<file path="src/rtl/ula_pkg.sv">
// Shared constants and FSM state type for the sequential logic-unit controller.
package ula_pkg;

    localparam int DATA_W = 6;
    localparam int SEL_W  = 4;

    // Opcodes at or above this value select a logic operation; lower codes are illegal.
    localparam logic [SEL_W-1:0] LOGIC_BASE = 4'd8;

    typedef enum logic [1:0] {
        ST_IDLE = 2'd0,
        ST_EXEC = 2'd1,
        ST_RESP = 2'd2
    } state_t;

endpackage

</file>
<file path="src/rtl/ula_seq.sv">
// Command sequencer around an external combinational logic unit: IDLE -> EXEC -> RESP.
// Optional zero-status output is enabled by defining ULA_SEQ_STATUS_EN.
//
// Handshakes: a transfer happens on a rising edge where valid and ready are both 1;
// cmd_ready is high only in IDLE, res_valid only in RESP, and the result is held
// stable until res_ready is seen.
module ula_seq
    import ula_pkg::*;
(
    input  logic              clk,
    input  logic              rst_n,
    input  logic              cmd_valid,
    output logic              cmd_ready,
    input  logic [SEL_W-1:0]  cmd_sel,
    input  logic [DATA_W-1:0] cmd_b,
    input  logic              cmd_load,
    output logic [DATA_W-1:0] A,
    output logic [DATA_W-1:0] B,
    output logic [SEL_W-1:0]  sel,
    input  logic [DATA_W-1:0] saida_logica,
    output logic              res_valid,
    input  logic              res_ready,
    output logic [DATA_W-1:0] res_data,
    output logic              res_err,
`ifdef ULA_SEQ_STATUS_EN
    output logic              zero,
`endif
    output logic [7:0]        op_count,
    output state_t            state_dbg
);

    state_t            state;
    logic [DATA_W-1:0] acc;
    logic              load_r;
    logic [DATA_W-1:0] acc_nxt;
    logic              err_nxt;

    // Outcome of the command in EXEC; B and sel are already the registered command.
    always_comb begin
        acc_nxt = acc;
        err_nxt = 1'b0;
        if (load_r) begin
            acc_nxt = B;
        end else if (sel >= LOGIC_BASE) begin
            acc_nxt = saida_logica;
        end else begin
            err_nxt = 1'b1;
        end
    end

    always_ff @(posedge clk or negedge rst_n) begin
        if (!rst_n) begin
            state     <= ST_IDLE;
            acc       <= '0;
            A         <= '0;
            B         <= '0;
            sel       <= '0;
            load_r    <= 1'b0;
            res_valid <= 1'b0;
            res_err   <= 1'b0;
            op_count  <= '0;
`ifdef ULA_SEQ_STATUS_EN
            zero      <= 1'b1;
`endif
        end else begin
            case (state)
                ST_IDLE: begin
                    if (cmd_valid) begin
                        A      <= acc;
                        B      <= cmd_b;
                        sel    <= cmd_sel;
                        load_r <= cmd_load;
                        state  <= ST_EXEC;
                    end
                end
                ST_EXEC: begin
                    acc       <= acc_nxt;
                    res_err   <= err_nxt;
                    res_valid <= 1'b1;
`ifdef ULA_SEQ_STATUS_EN
                    zero      <= (acc_nxt == '0);
`endif
                    state     <= ST_RESP;
                end
                ST_RESP: begin
                    if (res_ready) begin
                        res_valid <= 1'b0;
                        if (!res_err) op_count <= op_count + 8'd1;
                        state     <= ST_IDLE;
                    end
                end
                default: state <= ST_IDLE;
            endcase
        end
    end

    // The accumulator flop is the result register; it only changes at the end of EXEC.
    assign res_data  = acc;
    assign cmd_ready = (state == ST_IDLE);
    assign state_dbg = state;

endmodule

</file>
<file path="config.mk">
export PLATFORM = sky130hd
export DESIGN_NAME = ula_seq
export DESIGN_NICKNAME = d
export VERILOG_FILES = /design/src/rtl/ula_pkg.sv /design/src/rtl/ula_seq.sv
export SDC_FILE = /design/constraint.sdc
export NUM_CORES = 1
export LEC_CHECK = 0
export CORE_ASPECT_RATIO = 1.25
export CORE_MARGIN = 2
export CORE_UTILIZATION = 46
export DETAILED_ROUTE_END_ITERATION = 16
export PLACE_DENSITY_LB_ADDON = 0.1
export SYNTH_ARGS = -nofsm -noshare
export SYNTH_HDL_FRONTEND = slang
export SYNTH_SLANG_ARGS = --single-unit
</file>
<file path="constraint.sdc">
create_clock -name clk -period 3.4 [get_ports clk]
set_clock_uncertainty 0.2 [all_clocks]
set_input_delay 0.51 -clock clk [delete_from_list [all_inputs] [get_ports clk]]
set_output_delay 0.51 -clock clk [all_outputs]
set_load 0.01 [all_outputs]
</file>
==> flow_summary.yaml, run 1 <==
clock_tree:
  clkSinkCount: 35
  cts_max_level: 2
  clk_latency_ns: 0.28
  postCtsSetupRepairBufs: 0
  clock-root-buffer: "clkbuf_8"
  cts_tree: "done"
  cts_resized: 0
  clkTransAtPathRegs_ns: 0.06
  cts_buffers: 5
  ctsHoldBuffers: 0
  clockBufferDepth: 2
yosys:
  seq_area_frac_synth_pct: 59.3
  avgSynthCellArea_sq_um: 14.8
  synth_nets: 122
  synth.ff_latch_count: 35
  synth_top_cell_area_share_pct: 59.3
  syn_area_sq_um: 1480
  synth_top_area_cell: "dfrtp_1"
  ys_top_cells_by_area: "dfrtp_1 (59%), mux2_2 (16%), mux2_4 (9.2%)"
  yosys_warnings: 0
  synthCells: 100
  synth_cell_types: 19
routing:
  antenna_left: 0
  wire_per_inst_um: 15.1
  firstDrtPassIters: 4
  routed_wl_mm: 2.99
  via_count: 995
  via_per_inst: 5.03
  dr.first_iter.drc_count: 8
  route.detailed.drc: 0
grt:
  overflow: 0
  grt.total_usage_pct: 19.6
  grt_pass1_wl_mm: 4.97
  grt_max_degree: 36
  antenna_found_initial: 0
  grt_pass1_vias: 1030
layout:
  fillers: 250
  stdcell_area_sq_um: 2150
  syn2layout_area_growth_pct: 45.7
  finalNonFillerCells: 198
  antenna_cells: 0
  nets: 182
  layout-drive-gt1-share_pct: 25.5
power_and_ir_drop:
  p_per_area_nw_per_um2: 934
  comb_power_share_pct: 45.4
  p_switching_mw: 0.613
  pwr-share-seq_pct: 38.5
  peakVddDrop_v: 0.000554
  power.leakage_nw: 0.927
  p_clk_share_pct: 16.1
  cellInternalPower_mw: 1.40
  swShare_pct: 30.5
critical_path:
  worst_r2r_endpoint: "A[4]"
  cpPeakStageDelay_ns: 0.55
  cp.depth: 2
  reg2reg_from: "state_dbg[1]"
  crit_path_top_delay_cell: "clkdlybuf4s50_1"
  r2r_slack_ns: 1.43
  path_buf_inv: 1
  path_cells: "nor2_1, clkdlybuf4s50_1"
  r2r_cells: 4
  crit_path_end_kind: "output pin"
  crit_path_end: "cmd_ready"
  cp_data_required_time_ns: 2.69
  worstPathMaxFanout: 7
  worst_path_dominant_cell_family: "buffers and inverters"
  critPathLaunch: "state_dbg[1]"
  critPathKind: "flop to output pin"
  start_kind: "flop"
  worst_ep_arrival_time_ns: 1.41
timing:
  max_freq_ghz: 0.473
  hold_viol: 0
  worst_slew_pin_slew_ns: 0.745
  hold_slack_ns: 0.0910
  finalCriticalPeriod_ns: 2.12
  relSlewSlack_pct: 50.3
  setup_violations: 0
  setup_ws_ns: 1.28
  rsz0062_at_grt: "false"
  maxSlewViolCount: 0
  setup_tns_ns: 0
  period_share_pct: 62.2
place:
  io_buffer_count: 55
  placed_area_sq_um: 2050
  place_ws_ns: 1.03
  dp_hpwl_mm: 2.20
  gp_congestion: 0.713
  dp.cells: 190
die:
  core_sq_um: 3140
  num_rows: 23
  initial_core_util_pct: 47.1
  die_x_um: 54.7
  die_h_um: 67.3
  dieArea_sq_um: 3680
  io_pins: 56
outcome:
  outcome: "finished clean"
flow_run:
  cap_viol_max_count: 0
min_path:
  hold_class: "input port to asynchronous set/reset pin"
## logic make-up (layout without fill, tap and decap cells)
logic type | count (synthesis) | count (layout) | synth area share [%]
compound gates | 4 | 4 | 1.36
xor+xnor | 7 | 7 | 4.15
fa+ha+maj | 1 | 1 | 0.847
buf+inv | 6 | 67 | 2.71
flops | 35 | 35 | 59.3
mux | 30 | 30 | 25.2
simple gates | 17 | 17 | 6.44
## Yosys cell counts, drive strengths merged
master,n
nand4,3
inv,2
a21oi,3
and3,3
nand2,4
buf,4
nand2b,2
xnor2,6
nor2,3
mux2,30
nor4bb,1
dfrtp,35
o21ai,1
and2,1
ha,1
xor2,1
## power groups by stage
| stage | combinational, mW | sequential [mW] | clock, mW |
|---|---|---|---|
| 3_3_place_gp | 0.898 | 0.776 | 0 |
| 6_report | 0.913 | 0.774 | 0.323 |
| 5_1_grt | 0.982 | 0.805 | 0.358 |
| 4_1_cts | 0.925 | 0.778 | 0.335 |
| 3_5_place_dp | 0.923 | 0.781 | 0 |
| 2_1_floorplan | 0.402 | 0.822 | 0 |
## cell usage in the layout (no fill, tap or decap), drive strengths merged, types with 2 or more instances in the layout
cell type,n
buf,3
mux2,30
nor2,3
a21oi,3
clkdlybuf4s50,54
clkbuf,8
xnor2,6
inv,2
dfrtp,35
and3,3
nand2,4
nand4,3
nand2b,2
## metal layers
metal | up-vias | track usage, % | routed length [um]
met3 | 3 | 6.86 | 167
met2 | 36 | 31.4 | 1580
li1 | 466 | - | -
met5 | - | 0 | 0
met4 | 0 | 6.56 | 32
met1 | 490 | 24.1 | 1210
## how the worst min path moves through the flow
stage / startpoint / cells after the start / endpoint
floorplan: rst_n / 0 / A[0]
detailed placement: op_count[7] / 1 / op_count[7]
global placement: op_count[7] / 1 / op_count[7]
global route: rst_n / 1 / op_count[0]
CTS: rst_n / 1 / op_count[4]
finish: rst_n / 1 / op_count[0]
## flip-flops by register name, summed over array words and instances (netlist names)
name,count
B,6
res_valid,1
op_count,8
res_data,6
state_dbg,2
A,6
res_err,1
sel,4
load_r,1
## layout make-up
cell class	instances	area (sq um)	share of cell area (%)
sequential	35	876	40.7
multi-input combinational	59	561	26.1
timing repair buffer	57	561	26.1
clock buffer	8	100	4.65
tap	37	46.3	2.15
inverter	2	7.51	0.349
## stage by stage
step                utilization (%)  power, mW
floorplan                         -       1.22
global placement               65.4       1.67
detailed placement             65.4       1.70
CTS                            68.6       2.04
global route                   68.6       2.14
finish                         68.6       2.01
(Power assumes the default switching activity.)
==> inputs of run 2 (changes only) <==
Settings changed: CORE_UTILIZATION 46 to 43.
Clock period 3.4 ns to 2.2 ns, I/O delays scaled along.
==> flow_summary.yaml, run 2 (synthesis gave the netlist of run 1 again) <==
critical_path:
  worst_path_dominant_cell_family: "buffers and inverters"
  path_cells: "nor2_1, clkdlybuf4s50_1"
  crit_path_end_kind: "output pin"
  path_buf_inv: 1
  worst_ep_arrival_time_ns: 1.41
  start_kind: "flop"
  cp_data_required_time_ns: 1.67
  critPathKind: "flop to output pin"
  worstPathMaxFanout: 7
  crit_path_top_delay_cell: "clkdlybuf4s50_1"
  cpPeakStageDelay_ns: 0.55
routing:
  routed_wl_mm: 3.02
  via_count: 1012
  dr.first_iter.drc_count: 21
  via_per_inst: 5.06
  firstDrtPassIters: 4
  antenna_left: 0
  wire_per_inst_um: 15.1
  route.detailed.drc: 0
die:
  num_rows: 23
  core_sq_um: 3250
  io_pins: 56
  die_h_um: 69.5
  dieArea_sq_um: 3920
  die_x_um: 56.4
  initial_core_util_pct: 45.4
grt:
  grt_pass1_wl_mm: 5.23
  grt_max_degree: 36
  antenna_found_initial: 0
  grt_pass1_vias: 1080
  grt.total_usage_pct: 17.8
  overflow: 0
clock_tree:
  clock-root-buffer: "clkbuf_8"
  clkTransAtPathRegs_ns: 0.07
  clkSinkCount: 35
  clk_latency_ns: 0.28
  postCtsSetupRepairBufs: 0
  cts_buffers: 5
  cts_resized: 0
  clockBufferDepth: 2
  cts_max_level: 2
  cts_tree: "done"
layout:
  layout-drive-gt1-share_pct: 25.8
  fillers: 250
  stdcell_area_sq_um: 2180
  largest_reg_flops: 8
  largest_register: "op_count"
  ff_latch_area_sq_um: 876
  layout_common_cells: "clkdlybuf4s50_1 (54), dfrtp_1 (35), mux2_2 (21)"
  nets: 184
  antenna_cells: 0
  syn2layout_area_growth_pct: 47.7
  final_common_cell: "clkdlybuf4s50_1"
  multi_input_area_sq_um: 561
place:
  io_buffer_count: 55
  gp_congestion: 0.814
  placed_area_sq_um: 2070
timing:
  rsz0062_at_grt: "false"
  relSlewSlack_pct: 48.9
  hold_viol: 0
  setup_tns_ns: 0
  max_freq_ghz: 0.516
  period_share_pct: 88.1
  finalCriticalPeriod_ns: 1.94
  setup_violations: 0
  worst_slew_pin_slew_ns: 0.766
  maxSlewViolCount: 0
power_and_ir_drop:
  peakVddDrop_v: 0.000885
  power.leakage_nw: 0.939
  p_per_area_nw_per_um2: 1440
flow_run:
  cap_viol_max_count: 0
outcome:
  outcome: "finished clean"
min_path:
  hold_class: "flop to flop"
run 2: repair_timing:
action / in CTS / in global routing
hold buffers: 1 / 0
hold endpoints to repair: 35 / 0
endpoints found under the setup margin: 0 / 0
run 2: routing by layer:
metal | share of wire (%) | vias up | track usage, %
met2 | 53 | 39 | 28.9
li1 | - | 465 | -
met4 | 1.1 | 0 | 7.67
met5 | 0 | - | 0
met1 | 40 | 504 | 20.5
met3 | 6.2 | 4 | 7.28
run 2: stage by stage:
step	cells	hold slack, ns	setup WS [ns]	util [%]	power [mW]
floorplan	100	-0.166	0.468	-	1.89
global placement	191	0.241	0.252	63.7	2.62
detailed placement	191	0.250	0.242	63.7	2.67
CTS	200	0.288	0.247	67.1	3.19
global route	200	0.311	0.166	67.1	3.35
finish	200	0.279	0.262	67.1	3.15
run 2: worst register-to-register path, delay by kind of cell, from the launching register on:
kind	cells	cell delay [ns]
AND/OR/NAND/NOR	2	0.57
flip-flops	1	0.44
multiplexers	1	0.38
run 2: path summary, 6_finish.rpt:
kind | from | slack [ns] | to | depth (start not counted)
setup reg to reg | state_dbg[1] | 0.49 | res_data[2] | 3
max in group asynchronous | rst_n | 0.86 | res_data[2] | 2
hold / removal | op_count[7] | 0.28 | op_count[7] | 1
hold reg to reg | op_count[7] | 0.28 | op_count[7] | 1
min in group asynchronous | rst_n | 0.45 | op_count[0] | 2
setup / recovery | state_dbg[1] | 0.26 | cmd_ready | 2
run 2: where the power goes:
group	switching, mW	leakage, nW	internal (mW)
clock	0.214	0.0515	0.285
sequential	0.239	0.425	0.939
combinational	0.508	0.463	0.962
total	0.961	0.939	2.19
run 2: layout make-up:
cell class	instances	area share, %
timing repair buffer	59	27.1
multi-input combinational	59	25.7
tap	37	2.12
sequential	35	40.2
inverter	2	0.344
clock buffer	8	4.59
